`config.mk`:
```
export PLATFORM = sky130hd
export DESIGN_NAME = fifo_ctrl_flat
export DESIGN_NICKNAME = d
export VERILOG_FILES = /design/src/rtl/fifo_ctrl_pkg.sv /design/src/rtl/fifo_ctrl_if.sv /design/src/rtl/fifo_ptr.sv /design/src/rtl/fifo_ctrl.sv /design/src/flat_wrapper.sv
export SDC_FILE = /design/constraint.sdc
export NUM_CORES = 1
export LEC_CHECK = 0
export CAP_MARGIN = 20
export CELL_PAD_IN_SITES_DETAIL_PLACEMENT = 0
export CELL_PAD_IN_SITES_GLOBAL_PLACEMENT = 2
export CORE_MARGIN = 2
export CORE_UTILIZATION = 26
export CTS_BUF_LIST = sky130_fd_sc_hd__clkbuf_8
export DETAILED_ROUTE_END_ITERATION = 12
export PLACE_DENSITY = 0.89
export SLEW_MARGIN = 30
export SYNTH_ARGS = -nofsm -noshare
export SYNTH_HDL_FRONTEND = slang
export SYNTH_HIERARCHICAL = 1
export SYNTH_SLANG_ARGS = --single-unit
```
`constraint.sdc`:
```
create_clock -name clk -period 2.1 [get_ports clk]
set_input_delay 0.315 -clock clk [delete_from_list [all_inputs] [get_ports clk]]
set_output_delay 0.315 -clock clk [all_outputs]
set_load 0.005 [all_outputs]
```
`src/rtl/fifo_ctrl_pkg.sv`:
```
// Shared width defaults for the main queue: pointer controller, RAM and wrapper all
// take their MAIN_QUEUE_SIZE / DATA_SIZE defaults from here so they cannot diverge.
package fifo_ctrl_pkg;

  localparam int unsigned MAIN_QUEUE_SIZE_DEF = 3;
  localparam int unsigned DATA_SIZE_DEF       = 6;

endpackage

```
`src/rtl/fifo_ctrl_if.sv`:
```
// Handshake/status bundle between the queue wrapper and the pointer/flag controller.
interface fifo_ctrl_if
  import fifo_ctrl_pkg::*;
#(
  parameter int unsigned MAIN_QUEUE_SIZE = MAIN_QUEUE_SIZE_DEF
);

  localparam int unsigned CW = MAIN_QUEUE_SIZE + 1;

  logic                       push;
  logic                       pop;
  logic [CW-1:0]              thr_almost_full;
  logic [CW-1:0]              thr_almost_empty;
  logic                       write;
  logic                       read;
  logic [MAIN_QUEUE_SIZE-1:0] wr_ptr;
  logic [MAIN_QUEUE_SIZE-1:0] rd_ptr;
  logic [CW-1:0]              count;
  logic                       full;
  logic                       empty;
  logic                       almost_full;
  logic                       almost_empty;
  logic                       error;

  modport master (
    output push, pop, thr_almost_full, thr_almost_empty,
    input  write, read, wr_ptr, rd_ptr, count,
    input  full, empty, almost_full, almost_empty, error
  );

  modport slave (
    input  push, pop, thr_almost_full, thr_almost_empty,
    output write, read, wr_ptr, rd_ptr, count,
    output full, empty, almost_full, almost_empty, error
  );

endinterface

```
`src/rtl/fifo_ptr.sv`:
```
// Wrapping RAM address counter with enable; wraps modulo 2**WIDTH by natural overflow.
module fifo_ptr #(
  parameter int unsigned WIDTH = 3
) (
  input  logic             clk,
  input  logic             reset_L,
  input  logic             i_en,
  output logic [WIDTH-1:0] o_ptr
);

  logic [WIDTH-1:0] r_ptr;

  always_ff @(posedge clk) begin
    if (!reset_L) begin
      r_ptr <= '0;
    end else if (i_en) begin
      r_ptr <= r_ptr + WIDTH'(1);
    end
  end

  assign o_ptr = r_ptr;

endmodule

```
`src/rtl/fifo_ctrl.sv`:
```
// Pointer, occupancy and flag controller for the main queue RAM. Data never passes
// through here; write/read are the RAM enables for accepted push/pop.
module fifo_ctrl
  import fifo_ctrl_pkg::*;
#(
  parameter int unsigned MAIN_QUEUE_SIZE = MAIN_QUEUE_SIZE_DEF,
  parameter int unsigned DATA_SIZE       = DATA_SIZE_DEF
) (
  input  logic       clk,
  input  logic       reset_L,
  fifo_ctrl_if.slave bus
);

  localparam int unsigned  AW    = MAIN_QUEUE_SIZE;
  localparam int unsigned  CW    = AW + 1;
  localparam logic [CW-1:0] DEPTH = CW'(1) << AW;

  // DATA_SIZE only describes the neighbouring RAM; reject nonsensical configurations.
  if (DATA_SIZE == 0 || MAIN_QUEUE_SIZE == 0) begin : g_bad_cfg
    $error("fifo_ctrl: DATA_SIZE and MAIN_QUEUE_SIZE must be non-zero");
  end

  logic [CW-1:0] r_count;
  logic          r_error;
  logic          w_full;
  logic          w_empty;
  logic          w_pop_ok;
  logic          w_push_ok;
  logic          w_overflow;
  logic          w_underflow;
  logic [AW-1:0] w_wr_ptr;
  logic [AW-1:0] w_rd_ptr;

  // Acceptance from registered occupancy; a pop frees the slot a same-cycle push needs.
  always_comb begin
    w_full      = (r_count == DEPTH);
    w_empty     = (r_count == '0);
    w_pop_ok    = bus.pop & ~w_empty;
    w_push_ok   = bus.push & (~w_full | w_pop_ok);
    w_overflow  = bus.push & w_full & ~w_pop_ok;
    w_underflow = bus.pop & w_empty;
  end

  fifo_ptr #(.WIDTH(AW)) u_wr_ptr (
    .clk     (clk),
    .reset_L (reset_L),
    .i_en    (w_push_ok),
    .o_ptr   (w_wr_ptr)
  );

  fifo_ptr #(.WIDTH(AW)) u_rd_ptr (
    .clk     (clk),
    .reset_L (reset_L),
    .i_en    (w_pop_ok),
    .o_ptr   (w_rd_ptr)
  );

  always_ff @(posedge clk) begin
    if (!reset_L) begin
      r_count <= '0;
      r_error <= 1'b0;
    end else begin
      case ({w_push_ok, w_pop_ok})
        2'b10:   r_count <= r_count + CW'(1);
        2'b01:   r_count <= r_count - CW'(1);
        default: r_count <= r_count;
      endcase
      if (w_overflow || w_underflow) begin
        r_error <= 1'b1;
      end
    end
  end

  // RAM enables are gated by reset so nothing is written while reset_L is low.
  assign bus.write        = w_push_ok & reset_L;
  assign bus.read         = w_pop_ok & reset_L;
  assign bus.wr_ptr       = w_wr_ptr;
  assign bus.rd_ptr       = w_rd_ptr;
  assign bus.count        = r_count;
  assign bus.full         = w_full;
  assign bus.empty        = w_empty;
  assign bus.almost_full  = (r_count >= bus.thr_almost_full);
  assign bus.almost_empty = (r_count <= bus.thr_almost_empty);
  assign bus.error        = r_error;

endmodule

```
`src/flat_wrapper.sv`:
```
// flat-port wrapper written by rule: the top's interface ports become plain ports
module fifo_ctrl_flat import fifo_ctrl_pkg::*;
#(
  parameter int unsigned MAIN_QUEUE_SIZE = MAIN_QUEUE_SIZE_DEF,
  parameter int unsigned DATA_SIZE       = DATA_SIZE_DEF
)
  (clk, reset_L, bus_push, bus_pop, bus_thr_almost_full, bus_thr_almost_empty, bus_write, bus_read, bus_wr_ptr, bus_rd_ptr, bus_count, bus_full, bus_empty, bus_almost_full, bus_almost_empty, bus_error);
  fifo_ctrl_if #(.MAIN_QUEUE_SIZE(MAIN_QUEUE_SIZE)) bus_i ();
  input  logic clk;
  input  logic reset_L;
  input wire logic [$bits(bus_i.push)-1:0] bus_push;
  input wire logic [$bits(bus_i.pop)-1:0] bus_pop;
  input wire logic [$bits(bus_i.thr_almost_full)-1:0] bus_thr_almost_full;
  input wire logic [$bits(bus_i.thr_almost_empty)-1:0] bus_thr_almost_empty;
  output wire logic [$bits(bus_i.write)-1:0] bus_write;
  output wire logic [$bits(bus_i.read)-1:0] bus_read;
  output wire logic [$bits(bus_i.wr_ptr)-1:0] bus_wr_ptr;
  output wire logic [$bits(bus_i.rd_ptr)-1:0] bus_rd_ptr;
  output wire logic [$bits(bus_i.count)-1:0] bus_count;
  output wire logic [$bits(bus_i.full)-1:0] bus_full;
  output wire logic [$bits(bus_i.empty)-1:0] bus_empty;
  output wire logic [$bits(bus_i.almost_full)-1:0] bus_almost_full;
  output wire logic [$bits(bus_i.almost_empty)-1:0] bus_almost_empty;
  output wire logic [$bits(bus_i.error)-1:0] bus_error;
  assign bus_i.push = bus_push;
  assign bus_i.pop = bus_pop;
  assign bus_i.thr_almost_full = bus_thr_almost_full;
  assign bus_i.thr_almost_empty = bus_thr_almost_empty;
  assign bus_write = bus_i.write;
  assign bus_read = bus_i.read;
  assign bus_wr_ptr = bus_i.wr_ptr;
  assign bus_rd_ptr = bus_i.rd_ptr;
  assign bus_count = bus_i.count;
  assign bus_full = bus_i.full;
  assign bus_empty = bus_i.empty;
  assign bus_almost_full = bus_i.almost_full;
  assign bus_almost_empty = bus_i.almost_empty;
  assign bus_error = bus_i.error;
  fifo_ctrl #(.MAIN_QUEUE_SIZE(MAIN_QUEUE_SIZE), .DATA_SIZE(DATA_SIZE)) u_core (.clk(clk), .reset_L(reset_L), .bus(bus_i));
endmodule
```
After elaboration in Yosys (flattened, before gate mapping)

Cells that the tools add are included.

$add $sub $neg: 4
$lt $le $gt $ge: 2
Equality and inequality tests: 3
Muxes and demuxes: 1
Bitwise gates (word level): 11
Reductions and logical operators: 3

Operators by type and width:

| kind                  | number |
|---|---|
| $pmux W4 S2           | 1 |
| $and A1 B1 Y1         | 7 |
| $add A3 B1 Y3 const B | 2 |
| $add A4 B1 Y4 const B | 1 |
| $eq A4 B4 Y1 const B  | 1 |
| $ge A4 B4 Y1          | 1 |
| $le A4 B4 Y1          | 1 |
| $logic_not A4 Y1      | 1 |
| $sub A4 B1 Y4 const B | 1 |
| $not A1 Y1            | 3 |
| $eq A2 B1 Y1 const B  | 1 |
| $eq A2 B2 Y1 const B  | 1 |
| $reduce_bool A2 Y1    | 1 |
| $logic_or A1 B1 Y1    | 1 |
| $or A1 B1 Y1          | 1 |

Flip-flop bits (word level): 11
Output and inout bits: 17
Word-level logic and storage cells: 28

Logic depth before layout (Yosys ltp)

Word-level depth: 7
Mapped depth: 8
Mapped depth without buffers: 7

Cells and area by module

Netlist, hierarchy kept.

Modules (own cells, without submodules):

| module    | instances | cells each | area an instance (um^2) | sequential area each (um^2) |
|---|---|---|---|---|
| fifo_ctrl | 1         | 70         | 576.8                   | 100.1 |
| fifo_ptr  | 2         | 12         | 127.6                   | 60.1 |

Least setup slack after synthesis

Ideal clock, no wire load.

Path type: register to register
Start point: register u_core.r_count[1], in the netlist u_core/bus.count[1]
End point: register u_core.r_count[2], in the netlist u_core/bus.count[2]
Library setup time: 0.064 ns
Arrival time: 1.736 ns
Path slack: 0.300 ns
Cell stages (with the launch flop): 9
Buffers on the path: 1
Period minus slack after synthesis: 1.800 ns
Cells stage by stage: dfxtp_1 -> buf_6 -> nor4_2 -> nor2_1 -> xor2_1 -> ha_1 -> nand3b_1 -> or3_1 -> nand4_1

Longest elaborated chain between the ends: 7
Elaborated cells on any way between the ends: 13
Those cells by class: add/sub: 2; eq/ne: 3; mux: 1; bitwise: 5; reduce/logical: 2

RTL lines:

| item                                                     | line               | source |
|---|---|---|
| start: declaration                                       | fifo_ctrl.sv:23    | `logic [CW-1:0] r_count;` |
| start signal: assignment                                 | fifo_ctrl.sv:64    | `2'b10: r_count <= r_count + CW'(1);` |
| start signal: assignment                                 | fifo_ctrl.sv:65    | `2'b01: r_count <= r_count - CW'(1);` |
| start signal: assignment                                 | fifo_ctrl.sv:66    | `default: r_count <= r_count;` |
| $logic_not A4 Y1 *                                       | fifo_ctrl.sv:37    | `w_empty = (r_count == '0);` |
| via bus_empty                                            | flat_wrapper.sv:21 | `output wire logic [$bits(bus_i.empty)-1:0] bus_empty;` |
| $not A1 Y1 *                                             | fifo_ctrl.sv:38    | `w_pop_ok = bus.pop & ~w_empty;` |
| $and A1 B1 Y1 *                                          | fifo_ctrl.sv:38    |  |
| $or A1 B1 Y1                                             | fifo_ctrl.sv:39    | `w_push_ok = bus.push & (~w_full \| w_pop_ok);` |
| $and A1 B1 Y1                                            | fifo_ctrl.sv:39    |  |
| $eq A2 B1 Y1 / $eq A2 B2 Y1 (equally long branches)      | fifo_ctrl.sv:63    | `case ({w_push_ok, w_pop_ok})` |
| $pmux W4 S2 / $reduce_bool A2 Y1 (equally long branches) | -                  |  |

Mark *: on every way through the listed nets, which the timed path passes. The rest lies on a longest branch.
A chain may end at the register's enable or synchronous reset.

Worst setup path after layout

Start point: input bus_thr_almost_full[0]
End point: output bus_almost_full

Longest elaborated chain between the ends: 1

RTL lines:

| item               | line               | source |
|---|---|---|
| start: declaration | flat_wrapper.sv:13 | `input wire logic [$bits(bus_i.thr_almost_full)-1:0] bus_thr_almost_full;` |
| $ge A4 B4 Y1       | fifo_ctrl.sv:82    | `assign bus.almost_full = (r_count >= bus.thr_almost_full);` |
| end: declaration   | flat_wrapper.sv:22 | `output wire logic [$bits(bus_i.almost_full)-1:0] bus_almost_full;` |

Every way passes these cells.

==> results.toml <==
[outcome]
status = "finished clean"

[floorplan]
io_pins = 29
rows = 20
die_y_um = 60.57
die_w_um = 60.57
die_area_um2 = 3669
start_util = 0.2725
core-area_um2 = 3053

[synthesis]
syn_inst = 94
synth.ff_latch_count = 11
synth_area_leaders = "dfxtp_1, ha_1, mux2i_1"
netlist_area_um2 = 832.0
yosysWarnings = 6
syn_avg_cell_area_um2 = 8.852
synth_edf_count = 0
synthArstFlopShare = 0
ys.flop_type = "dfxtp_1"
synth_seq_area_share = 0.2647
synth_cell_types = 34
syn_nets = 117
synth_top_area_frac = 0.2647
yosysTopAreaCell = "dfxtp_1"
ys_top_cells_by_count = "dfxtp_1, ha_1, inv_1"

[worst_setup_path]
critPathTopFamily = "buffers and inverters"
critPathRequiredTime_ns = 1.78
crit_type = "in2out"
critPathLaunchType = "primary input"
path_buf_inv = 2
cp_cell_sequence = "clkdlybuf4s50_1 -> ha_1 -> nand2b_4 -> a21o_1 -> a21o_1 -> a21o_1 -> buf_2"
cpPeakStageDelay_ns = 0.47
crit_path_max_fanout = 1
endpoint_kind = "primary output"
crit_arrival_ns = 1.73
cpMostUsedCell = "a21o_1"
critPathSlowestCell = "clkdlybuf4s50_1"

[timing]
tightest_slew_ns = 0.3627
setup_ws_ns = 0.05358
hold_ws_ns = 0.4750
fmax_mhz = 488.7
hold_viol = 0
report.final.slew_viol_count = 0
setup-tns-final_ns = 0
finalSetupViolCount = 0
period_share = 0.9745
period_needed_ns = 2.046
fin_skew_ns = 0.003640
slew_headroom = 0.7567

[clock_network]
path_clk_slew_ns = 0.05
clock_path_buffers = 2
cts_buffers = 3
htree_levels = 1
clock_sinks = 11
tritoncts = "yes"
cts-root-buf = "clkbuf_8"
clk_latency_ns = 0.24

[route]
wl_per_cell_um = 11.40
postRouteAntennaNets = 0
post-route-drc-count = 0
drt_iter0_markers = 16
first_pass_iters = 4
vias = 830
viasPerCell = 4.536
routed_wl_um = 2087

[pwr]
switching_share = 0.3532
seqPwrFrac = 0.235
power_mw = 1.396
p_switching_uw = 493.2
p_int_uw = 903.1
p_leak_nw = 0.6611
power_density_nw_per_um2 = 1035
power_frac_comb = 0.615
ir_worst_vdd_mv = 0.4910
p_clk_frac = 0.150

[placement]
globalplace.congestion = 0.7768
dp_hpwl_um = 1565
port_buffers = 28
dp_slack_ns = -0.4645

[flow_run]
maxCapViolations = 0

[global_route]
gr-total-overflow = 0
grt_pass1_vias = 837
grt_max_degree = 13
antenna_found_initial = 0
grt_pass1_wl_um = 3532
grtUsageTotal = 0.1250

[final_layout]
n_antenna_cell = 0
final_core_util = 0.4418
fin_nets = 163
drive_gt1_frac = 0.2158
area_growth_pct = 62.10

[min_path]
hold_class = "reg2reg"
[tightest hold or removal path, cell delays in order, from the launching register on]
cell	delay (ns)
dfxtp_1	0.32
nand2_1	0.05
mux2i_1	0.05
[sequential cells by signal (all words and copies together) (netlist names)]
register,cells
u_core/u_wr_ptr/o_ptr,3
u_core/bus.error,1
u_core/u_rd_ptr/o_ptr,3
u_core/bus.count,4
[timing repair]
| item | 4_1_cts | 5_1_grt |
|---|---|---|
| setup endpoints to repair | 4 | 4 |
| pin swaps | 2 | 5 |
| setup buffers | 2 | 1 |
| hold buffers | 0 | 0 |
| gates resized for setup | 15 | 6 |
[layout make-up]
class                      instances  area [um2]
clock buffer                       3       41.29
tap                               44       55.05
sequential                        11       222.7
fill                             323        1704
inverter                           8       30.03
multi-input combinational         72       601.8
timing repair buffer              44       394.1
clock inverter                     1       3.754
[logic make-up after synthesis]
group / share of synthesized area
AOI/OAI and AO/OA: 0.1368
xor gates and xnor gates: 0.05264
adders and majority gates: 0.1654
buffers and inverters: 0.06316
DFF: 0.2647
muxes: 0.06166
and+or+nand+nor: 0.2557
[per-layer routing]
metal	vias up	share of wire	track usage
met5	-	0	0
met4	0	0	0.02795
met3	0	0.071	0.03412
met2	26	0.45	0.2135
met1	385	0.48	0.1572
li1	419	-	-
[power groups by stage]
stage | clock, mW | combinational [mW] | sequential, mW
2_1_floorplan | 0 | 0.398 | 0.320
3_3_place_gp | 0 | 0.762 | 0.318
3_5_place_dp | 0 | 0.777 | 0.319
4_1_cts | 0.218 | 0.819 | 0.325
5_1_grt | 0.226 | 0.957 | 0.337
6_report | 0.210 | 0.859 | 0.328
[per-stage QoR]
step	cells	instance area (um2)
floorplan	94	832.0
global placement	176	1242
detailed placement	176	1242
CTS	182	1314
global route	183	1349
finish	183	1349
[worst paths after layout]
path         slack, ns                               endpoint  depth (start not counted)                                   from
max               0.05                        bus_almost_full                          7                 bus_thr_almost_full[0]
min               0.48  u_core/u_rd_ptr/o_ptr[2]$_SDFFE_PN0P_                          2  u_core/u_rd_ptr/o_ptr[2]$_SDFFE_PN0P_
max reg2reg       0.20       u_core/bus.count[2]$_SDFFE_PN0P_                          9       u_core/bus.count[0]$_SDFFE_PN0P_
min reg2reg       0.48  u_core/u_rd_ptr/o_ptr[2]$_SDFFE_PN0P_                          2  u_core/u_rd_ptr/o_ptr[2]$_SDFFE_PN0P_
[cells in the final DEF, fill, tap and decap left out, types with 2 or more instances in the layout]
cell type and n:
a21o_1 3, and2_1 5, buf_2 2, buf_4 16, clkbuf_8 3, clkdlybuf4s50_1 23
dfxtp_1 9, dfxtp_2 2, dlymetal6s2s_1 2, ha_1 10, inv_1 8, mux2i_1 4
nand2_1 6, nand2b_1 3, nand4_1 3, nor2_1 3, nor2b_1 6, o21a_1 4
xnor2_1 2, xor2_1 3
Power figures use the tool's default switching activity.
